[src/rtl/twotoone_pkg.sv]
// rtl/twotoone_pkg.sv - shared constants and types for the two-source arbiter
package twotoone_pkg;

   localparam logic SRC_IN1 = 1'b0;
   localparam logic SRC_IN2 = 1'b1;

   localparam int ARB_CNT_W = 8;

   typedef enum logic {
      ST_EMPTY = 1'b0,
      ST_FULL  = 1'b1
   } arb_state_t;

   // Saturating increment used by the grant counters
   function automatic logic [ARB_CNT_W-1:0] sat_inc(input logic [ARB_CNT_W-1:0] v);
      return (&v) ? v : v + 1'b1;
   endfunction

endpackage

[src/rtl/twotoone.sv]
// rtl/twotoone.sv - WIDTH-wide 2:1 mux, sel picks in2 when it names SRC_IN2
module twotoone
   import twotoone_pkg::*;
#(
   parameter int WIDTH = 8
) (
   input  logic [WIDTH-1:0] in1,
   input  logic [WIDTH-1:0] in2,
   input  logic             sel,
   output logic [WIDTH-1:0] out
);

   assign out = (sel == SRC_IN2) ? in2 : in1;

endmodule

[src/rtl/twotoone_arb.sv]
// rtl/twotoone_arb.sv - two-source round-robin arbiter with a one-entry output register
// Optional grant counters cnt1/cnt2 are built when TWOTOONE_ARB_CNT_EN is defined.
module twotoone_arb
   import twotoone_pkg::*;
#(
   parameter int WIDTH = 8
) (
   input  logic             clk,
   input  logic             rst,
   input  logic             in1_valid,
   input  logic [WIDTH-1:0] in1_data,
   output logic             in1_ready,
   input  logic             in2_valid,
   input  logic [WIDTH-1:0] in2_data,
   output logic             in2_ready,
   output logic             out_valid,
   output logic [WIDTH-1:0] out_data,
   input  logic             out_ready,
   output logic             sel
`ifdef TWOTOONE_ARB_CNT_EN
  ,output logic [ARB_CNT_W-1:0] cnt1,
   output logic [ARB_CNT_W-1:0] cnt2
`endif
);

   arb_state_t       state_q, state_d;
   logic             prio_q;
   logic [WIDTH-1:0] data_q;
   logic             sel_q;
   logic             load_en;
   logic             any_valid;
   logic             grant;
   logic             accept;
   logic [WIDTH-1:0] mux_data;

   assign out_valid = (state_q == ST_FULL);
   assign out_data  = data_q;
   assign sel       = sel_q;

   // Output slot can take a word when empty or when it is being popped now
   assign load_en   = !out_valid || out_ready;
   assign any_valid = in1_valid || in2_valid;

   always_comb begin
      grant = SRC_IN1;
      if (in1_valid && in2_valid)
         grant = prio_q;
      else if (in2_valid)
         grant = SRC_IN2;
   end

   assign accept    = !rst && load_en && any_valid;
   assign in1_ready = accept && (grant == SRC_IN1);
   assign in2_ready = accept && (grant == SRC_IN2);

   twotoone #(.WIDTH(WIDTH)) u_mux (
      .in1 (in1_data),
      .in2 (in2_data),
      .sel (grant),
      .out (mux_data)
   );

   always_comb begin
      state_d = state_q;
      case (state_q)
         ST_EMPTY: begin
            if (accept)
               state_d = ST_FULL;
         end
         ST_FULL: begin
            if (out_ready && !accept)
               state_d = ST_EMPTY;
         end
         default: state_d = ST_EMPTY;
      endcase
   end

   always_ff @(posedge clk) begin
      if (rst) begin
         state_q <= ST_EMPTY;
         prio_q  <= SRC_IN1;
         data_q  <= '0;
         sel_q   <= SRC_IN1;
      end else begin
         state_q <= state_d;
         if (accept) begin
            data_q <= mux_data;
            sel_q  <= grant;
            prio_q <= ~grant;
         end
      end
   end

`ifdef TWOTOONE_ARB_CNT_EN
   logic [ARB_CNT_W-1:0] cnt1_q, cnt2_q;

   always_ff @(posedge clk) begin
      if (rst) begin
         cnt1_q <= '0;
         cnt2_q <= '0;
      end else begin
         if (in1_ready)
            cnt1_q <= sat_inc(cnt1_q);
         if (in2_ready)
            cnt2_q <= sat_inc(cnt2_q);
      end
   end

   assign cnt1 = cnt1_q;
   assign cnt2 = cnt2_q;
`endif

endmodule
[config.mk]
export PLATFORM = sky130hd
export DESIGN_NAME = twotoone_arb
export DESIGN_NICKNAME = d
export VERILOG_FILES = /design/src/rtl/twotoone_pkg.sv /design/src/rtl/twotoone.sv /design/src/rtl/twotoone_arb.sv
export SDC_FILE = /design/constraint.sdc
export NUM_CORES = 1
export LEC_CHECK = 0
export ABC_CLOCK_PERIOD_IN_PS = 2300
export BUFFER_PORTS_ARGS = -buffer_cell sky130_fd_sc_hd__buf_2
export CAP_MARGIN = 20
export CORE_MARGIN = 4
export CORE_UTILIZATION = 44
export DETAILED_ROUTE_END_ITERATION = 6
export GPL_TIMING_DRIVEN = 0
export PLACE_DENSITY_LB_ADDON = 0.1
export SKIP_CTS_REPAIR_TIMING = 1
export SLEW_MARGIN = 20
export SYNTH_ARGS = -nofsm -noshare
export SYNTH_HDL_FRONTEND = slang
export SYNTH_SLANG_ARGS = --single-unit
[constraint.sdc]
create_clock -name clk -period 2.3 [get_ports clk]
set_input_delay 0.23 -clock clk [delete_from_list [all_inputs] [get_ports clk]]
set_output_delay 0.23 -clock clk [all_outputs]
set_load 0.02 [all_outputs]
==> run metrics <==
syn avg cell area 9.091 um2; unrepaired setup endpoints after global routing no; Area Overhead vs Synth 35.05%; Syn. warnings 0; CTS tree built; largest cells by area after synthesis dfxtp_1 38%, a311oi_1 12%, a31oi_1 8.6%; Metal-1 WL 695 um; die height 44.37 um; GP Congestion 0.7639; Data required, critical path 2.07 ns; Comb pwr share 0.269; Top Ports 33; Top Layer Used met4; Starting Density 0.4968; Bufs and invs on worst path 1; Power Internal 0.0003282 W; final WL 1622 um; clk slew on worst S/H paths 0.07 ns; Core Rows 12; Worst EP arrival 1.47 ns; synth cell count leaders 11 x dfxtp_1, 8 x a311oi_1, 8 x a31oi_1, 8 x nand3_1, 8 x o21ai_0; CP Max Fanout 10; via count 653; Final WS setup 0.5965 ns; final period utilization 0.7406; DP Cell Count 110; number of antenna diodes 0; net switching fraction of the power 0.3136; Largest stage delay, worst path 0.34 ns; Antenna Nets Post-Route 0; DP Wirelength 1173 um; Routed WL per cell 14.23 um; TNS Setup 0 ns; drt drc 0; Clock Power Share 0.285; relative slew slack 0.7081; crit end category output port; H-tree level count 1; share of post-route cells with drive strength above 1 0.4300; max cap viols 0; Die Area 1968 um2; critical-path cell list nor2b_1 -> nor3_4 -> a21boi_1 -> buf_2; GRT Overall Usage 0.1597; Clock Latency Late Sink 0.27 ns; FMAX 587.0 MHz; post-layout minimum cycle time 1.703 ns; TritonCTS Buffers 3; endpoints failing setup 0; Max VDD drop 0.0002965 V; EDFF count, synth 0; nets@finish 122; vias in the first global route 546; leading area contributor after synthesis dfxtp_1; Post-Syn Area 581.8 um2; initial antenna violation count 0; Hold/Removal Path Class input port to register; met2 wire length 754 um; FF+latch count, synth 11; GRT Residual Overflow 0; count leader, synth dfxtp_1; part of the power in registers 0.446; P per Cell Area 608.5 nW/um2; # port buffers 32; drt pass-1 iters 4; first-pass GRT wire length 2373 um; Finished Cell Area 785.8 um2; Fin. Hold Viols 0; Slew @ Worst Pin 0.4379 ns; Post-DP Area 759.5 um2; outcome finished, final reports clean; maximum clock insertion buffer count 2; post-synth cell types 22; slowest CP cell nor3_4; prevailing post-synth register cell dfxtp_1; Crit Path Class register to output port; Switch Pwr 0.0001500 W; wire length on met3 153 um; Final Skew 0.001374 ns; cells after synthesis 64; DRT iter0 DRCs 21; root buf cell clkbuf_4; drt via density 5.728; Slew Viols, Final 0; Die X 44.37 um; top cell type's share of synthesized area 0.3785; DP Worst Slack 0.9111 ns; Async SR Flop Fraction 0; Pleak 0.3699 nW; final cell count without fillers 114; largest net degree at the start of global routing 11; register area share after synthesis 0.3785; Syn Nets 85; Worst Setup Start Kind register; area of the core 1171 um2; critical path's top delay family simple AND/OR/NAND/NOR gates; CTS sink count 11
==> cells in the final DEF, fill, tap and decap left out, drive strengths merged, types with 2 or more instances in the layout <==
master  Yosys  routed
a21oi       2       2
o21ai       8       8
a31oi       8       8
dfxtp      11      11
nand2b      2       2
inv         2       2
nand3       8       8
buf         4      36
a311oi      8       8
clkbuf      1       5
==> final cells by class <==
type	instances	area (um2)
fill	106	385.4
multi-input combinational	45	297.8
sequential	11	220.2
timing repair buffer	32	160.2
buffer	5	38.79
clock buffer	4	26.28
inverter	3	25.02
tap	14	17.52
==> power by group through the flow <==
| stage | Clock (W) | Combinational, W | Sequential, W |
|---|---|---|---|
| after CTS | 0.000137 | 0.000129 | 0.000213 |
| after detailed placement | 0 | 0.000129 | 0.000218 |
| final | 0.000136 | 0.000129 | 0.000213 |
| after global placement | 0 | 0.000127 | 0.000217 |
| after floorplan | 0 | 0.0000645 | 0.000235 |
| after global routing | 0.000145 | 0.000139 | 0.000215 |
==> layer usage <==
metal,GRT usage,vias up
met5,0,-
met4,0.06627,0
met3,0.04878,4
met2,0.2733,29
met1,0.1825,296
li1,-,324
==> worst reg2reg max path, cell delays in order (launching register included) <==
cell	delay (ns)
dfxtp_1	0.32
nor2b_1	0.17
nor3_4	0.34
a311oi_1	0.17
==> worst paths after layout <==
kind,end,startpoint,cells past startpoint,slack [ns]
setup / recovery,in1_ready,out_valid$_SDFF_PP0_,4,0.60
hold / removal,out_data[2]$_SDFFE_PP0P_,in2_data[2],3,0.24
setup reg to reg,out_data[7]$_SDFFE_PP0P_,out_valid$_SDFF_PP0_,3,1.17
hold reg to reg,sel$_SDFFE_PP0P_,sel$_SDFFE_PP0P_,2,0.47
==> state kept, by name, summed over array words and instances, names as in the netlist <==
register   flops
prio_q         1
sel            1
out_data       8
out_valid      1
==> through the flow <==
stage | utilization | hold WS [ns] | total power [W]
after global routing | 0.6709 | 0.2429 | 0.0004988
after CTS | 0.6709 | 0.2325 | 0.0004796
final | 0.6709 | 0.2360 | 0.0004781
after detailed placement | 0.6485 | 0.4671 | 0.0003464
after floorplan | - | 0.4001 | 0.0002990
after global placement | 0.6485 | 0.4595 | 0.0003437
==> logic make-up after synthesis <==
logic type,share of synthesized area
flip-flops,0.3785
AO/OA/AOI/OAI,0.3355
AND/OR/NAND/NOR,0.1764
buffers and inverters,0.1097
(Power assumes the default switching activity.)
